--- src/rtl/mem_stage.sv ---
// MEM stage of the five-stage pipeline: latches the EXE hand-off, aligns and extends load data,
// and forwards the result to WB and to ID. A hold buffer keeps load data valid across WB stalls.
module mem_stage #(
  parameter int ES2MS_LEN = 76,
  parameter int MS2WS_LEN = 70
) (
  input  logic                 clk,
  input  logic                 resetn,
  output logic                 ms_allowin,
  input  logic                 es2ms_valid,
  input  logic [ES2MS_LEN-1:0] es2ms_bus,
  input  logic [31:0]          data_sram_rdata,
  input  logic                 ws_allowin,
  output logic                 ms2ws_valid,
  output logic [MS2WS_LEN-1:0] ms2ws_bus,
  output logic [37:0]          ms_rf_zip
);

  logic        ms_valid_q;
  logic        first_q;
  logic [31:0] rbuf_q;
  logic [4:0]  ld_op_q;
  logic        res_from_mem_q;
  logic        rf_we_q;
  logic [4:0]  rf_waddr_q;
  logic [31:0] alu_result_q;
  logic [31:0] pc_q;

  logic        ms_ready_go;
  logic        capture;
  logic        leave;
  logic [31:0] rd;
  logic [7:0]  sel_byte;
  logic [15:0] sel_half;
  logic [31:0] load_val;
  logic [31:0] final_result;

  assign ms_ready_go = 1'b1;
  assign ms_allowin  = ~ms_valid_q | (ms_ready_go & ws_allowin);
  assign ms2ws_valid = ms_valid_q & ms_ready_go;
  assign capture     = es2ms_valid & ms_allowin;
  assign leave       = ms2ws_valid & ws_allowin;

  // NOTE: reset is synchronous, so it lives inside the clocked branch; sequential state uses <= only.
  always_ff @(posedge clk) begin
    if (!resetn) begin
      ms_valid_q     <= 1'b0;
      first_q        <= 1'b0;
      rbuf_q         <= '0;
      ld_op_q        <= '0;
      res_from_mem_q <= 1'b0;
      rf_we_q        <= 1'b0;
      rf_waddr_q     <= '0;
      alu_result_q   <= '0;
      pc_q           <= '0;
    end else begin
      if (ms_allowin) ms_valid_q <= es2ms_valid;
      first_q <= capture;
      // SRAM data is only valid in the first resident cycle; keep it if we cannot leave yet.
      if (ms_valid_q & first_q & ~leave) rbuf_q <= data_sram_rdata;
      if (capture) begin
        ld_op_q        <= es2ms_bus[75:71];
        res_from_mem_q <= es2ms_bus[70];
        rf_we_q        <= es2ms_bus[69];
        rf_waddr_q     <= es2ms_bus[68:64];
        alu_result_q   <= es2ms_bus[63:32];
        pc_q           <= es2ms_bus[31:0];
      end
    end
  end

  // NOTE: every combinational output gets a default first so no latch is inferred.
  always_comb begin
    rd       = first_q ? data_sram_rdata : rbuf_q;
    sel_byte = rd[7:0];
    case (alu_result_q[1:0])
      2'd1:    sel_byte = rd[15:8];
      2'd2:    sel_byte = rd[23:16];
      2'd3:    sel_byte = rd[31:24];
      default: sel_byte = rd[7:0];
    endcase
    sel_half = alu_result_q[1] ? rd[31:16] : rd[15:0];

    // ld_op one-hot {ld_w, ld_b, ld_bu, ld_h, ld_hu}; all-zero falls through to a word load.
    load_val = rd;
    if (ld_op_q[3])      load_val = {{24{sel_byte[7]}}, sel_byte};
    else if (ld_op_q[2]) load_val = {24'h0, sel_byte};
    else if (ld_op_q[1]) load_val = {{16{sel_half[15]}}, sel_half};
    else if (ld_op_q[0]) load_val = {16'h0, sel_half};

    final_result = res_from_mem_q ? load_val : alu_result_q;
  end

  assign ms2ws_bus = {rf_we_q, rf_waddr_q, final_result, pc_q};
  assign ms_rf_zip = {rf_we_q & ms_valid_q, rf_waddr_q, final_result};

endmodule

--- config.mk ---
export PLATFORM = sky130hd
export DESIGN_NAME = mem_stage
export DESIGN_NICKNAME = d
export VERILOG_FILES = /design/src/rtl/mem_stage.sv
export SDC_FILE = /design/constraint.sdc
export NUM_CORES = 1
export LEC_CHECK = 0
export CORE_ASPECT_RATIO = 1.5
export CORE_MARGIN = 8
export CORE_UTILIZATION = 40
export CTS_BUF_LIST = sky130_fd_sc_hd__clkbuf_2
export CTS_CLUSTER_SIZE = 24
export DETAILED_ROUTE_END_ITERATION = 7
export PLACE_DENSITY_LB_ADDON = 0.3
export SYNTH_ARGS = -nofsm -noshare
export SYNTH_HDL_FRONTEND = slang
export SYNTH_SLANG_ARGS = --single-unit
--- constraint.sdc ---
create_clock -name clk -period 3.73 [get_ports clk]
set_input_delay 0.746 -clock clk [delete_from_list [all_inputs] [get_ports clk]]
set_output_delay 0.746 -clock clk [all_outputs]
set_load 0.01 [all_outputs]
==> results of run 1 <==
-- sequential cells by signal, summed over array words and instances, names as in the netlist --
signal          count
first_q             1
rbuf_q             32
rf_waddr_q          5
res_from_mem_q      1
ms2ws_valid         1
alu_result_q       32
ld_op_q             4
rf_we_q             1
pc_q               32
-- worst min path at each step --
stage                    start    endpoint  slack [ns]
CTS                    pc_q[0]     pc_q[0]        0.48
finish                 pc_q[0]     pc_q[0]        0.48
global route         rbuf_q[0]   rbuf_q[0]        0.50
detailed placement  rbuf_q[29]  rbuf_q[29]        0.46
floorplan            rbuf_q[7]   rbuf_q[7]        0.44
global placement     rbuf_q[4]   rbuf_q[4]        0.45
-- cell type report --
cell class / count / area [um^2]
fillers: 1208 / 5693
multi-input cells: 495 / 2902
repair buffers: 248 / 2352
flip-flops and latches: 109 / 2187
well taps: 162 / 202.7
clock inverters: 6 / 67.56
clock buffers: 10 / 50.05
inverters: 3 / 11.26
diodes: 1 / 2.502
-- through the flow --
stage          util [%]  cells  TNS, ns  hold WS (ns)
2_1_floorplan         -    697        0        0.4393
3_3_place_gp      56.61   1013   -11.80        0.4510
3_5_place_dp      56.61   1013   -12.61        0.4573
4_1_cts           57.44   1033  -0.3855        0.4839
5_1_grt           57.73   1034  -0.8262        0.5014
6_report          57.73   1034        0        0.4828
-- placed cells by master, fill, tap and decap left out, drive strengths merged, types with 11 or more instances in the layout --
master         Yosys  layout
clkdlybuf4s15      0      11
clkdlybuf4s50      0     168
nand2            224     224
o22a              16      16
nor2              34      34
dfxtp            109     109
clkbuf            48      18
dlygate4sd2        0      11
a21boi           107     107
a21oi             18      18
buf               42      42
mux2i             36      36
-- per-layer routing --
metal | part of all wire [%] | wire length, um | GRT usage [%]
met5 | 0 | 0 | 0
met4 | 3.4 | 654 | 9.119
met3 | 8.2 | 1602 | 7.324
met2 | 52 | 10200 | 40.17
met1 | 36 | 6996 | 20.51
-- cell families after synthesis --
logic type             Yosys count  share of synthesized area, %
flip-flops                     109                         39.58
AND/OR/NAND/NOR                277                         19.63
AO/OA/AOI/OAI                  171                         22.29
multiplexers                    47                         9.260
buffers and inverters           93                         9.237
-- cells in the mapped netlist, types with 3 or more instances --
| cell | instances | area, um^2 |
|---|---|---|
| a21boi_0 | 107 | 803.3 |
| a21oi_1 | 18 | 90.09 |
| a31oi_1 | 8 | 50.05 |
| and2_1 | 4 | 25.02 |
| buf_4 | 38 | 285.3 |
| clkbuf_1 | 48 | 180.2 |
| dfxtp_1 | 109 | 2182 |
| inv_1 | 3 | 11.26 |
| mux2_2 | 6 | 67.56 |
| mux2i_1 | 36 | 360.4 |
| nand2_1 | 224 | 840.8 |
| nand2b_1 | 3 | 18.77 |
| nor2_1 | 34 | 127.6 |
| nor2b_1 | 3 | 18.77 |
| nor3_1 | 4 | 20.02 |
| o211ai_1 | 3 | 22.52 |
| o21ai_0 | 6 | 30.03 |
| o22a_1 | 16 | 140.1 |
| o22ai_1 | 6 | 37.54 |
-- repair_timing --
action                                  CTS  global route
resized for setup                       124            28
endpoints found under the setup margin   57            36
setup buffers                             3             0
gates cloned                              1             0
pin swaps                                 1             2
-- tightest hold or removal path: stages, from the launching register on --
cell and delay, ns:
dfxtp_1 0.39, nand2_1 0.04, a21boi_0 0.06
-- report_power, final --
| part | internal, mW | total, mW | switching, mW |
|---|---|---|---|
| logic | 0.350 | 0.659 | 0.309 |
| clock network | 0.163 | 0.571 | 0.408 |
| registers | 1.22 | 1.26 | 0.0385 |
==> metrics.csv, run 1 <==
metric,value,unit
status,finished clean,
Rows,52,
"Slew Viols, Final",0,
R2R depth,4,
"slowest stage delay, CP",0.49,ns
final instance area,7775,um^2
Worst Path Required,2.98,ns
fin crit share,99.89,%
die width,111.9,um
crit path buf inv count,3,
Setup crit start kind,input port,
relative slew slack,24.07,%
RSZ-0062 raised after global routing,yes,
final net count,978,
Worst-path clk slew,0.33,ns
Mapped Cells,697,
crit-path max FO,8,
initial antenna violation count,1,
pre-CTS setup slack,-0.3457,ns
Reg2Reg Launch Point,ms2ws_valid,
dpl hpwl,14.90,mm
WL final,19.46,mm
critical path class,in2out,
static leakage,3.075,nW
starting density of the core,40.93,%
FMAX,0.2684,GHz
Top Family by Delay on Critical Path,buffers and inverters,
All-Layer GR Usage,21.37,%
Placed Instance Area,7625,um^2
#FFs+latches synth,109,
GRT overflow,0,
clk buf depth,2,
H-tree depth,3,
Antenna Nets Post-Route,0,
Num CTS Buffers,9,
area of the core,13470,um^2
drt initial violations,248,
Pwr per Cell Area,320.5,nW/um^2
first-pass GRT wire length,30.26,mm
drc violations,0,
Hold Path Class,reg2reg,
synth unique cells,34,
die area,17870,um^2
GPL Wtd Cong,0.9463,
Post-synth EDFFs,0,
Synth Flop Type,dfxtp_1,
"Avg Cell Area, Syn",7.909,um^2
fin worst setup slack,0.004004,ns
worst reg2reg endpoint,rbuf_q[15],
ys async rst share,0,%
Tmin final,3.726,ns
hold buffer count at cts,0,
Max rail drop VDD,0.2029,mV
Mapped Area,5513,um^2
worst-skew pair later-pin latency,0.60,ns
CP max stage cell,mux4_2,
cell at the root of the clock tree,clkbuf_2,
largest net degree at the start of global routing,110,
Levels on crit path,7,
CP Capture Point,ms2ws_bus[58],
Sink Count,109,
sequential area share after synthesis,39.58,%
drt pass-1 iters,6,
crit path cell chain,clkdlybuf4s50_1 > mux2_4 > mux4_2 > a221o_1 > buf_6 > o22a_1 > clkdlybuf4s15_2,
share of cells above drive strength 1,12.06,%
# IOs,222,
DR vias/cell,5.190,
worst-margin pin slew,1.136,ns
hold path cells,2,
layout overhead on the synthesized area,41.04,%
"Hold Vio Cnt, Final",0,
number of global-route vias before repair,5675,
"Arr. time, crit path",2.98,ns
Ys Warns,0,
Max-Cap Viols,0,
CTS tree,done,
clk_skew,0.04977,ns
Die Ht,159.8,um
Crit. Startpoint,data_sram_rdata[23],
Setup crit end kind,output port,
R2R Setup Slk,1.85,ns
overall power after layout,2.492,mW
synthesized net count,809,
Port Buf Inserts,220,
routed vias,5366,
# setup viols final,0,
average wire per standard cell,18.82,um
No activity file was read; power rests on OpenSTA's default activity.
==> run 2: changes to the inputs <==
--- a/config.mk
+++ b/config.mk
@@ -9,7 +9,7 @@
 export CORE_MARGIN = 8
 export CORE_UTILIZATION = 40
 export CTS_BUF_LIST = sky130_fd_sc_hd__clkbuf_2
-export CTS_CLUSTER_SIZE = 24
+export CTS_CLUSTER_SIZE = 8
 export DETAILED_ROUTE_END_ITERATION = 7
 export PLACE_DENSITY_LB_ADDON = 0.3
 export SYNTH_ARGS = -nofsm -noshare
==> results of run 2 <==
Final layout, timing and power as in run 1 (identical DEF).
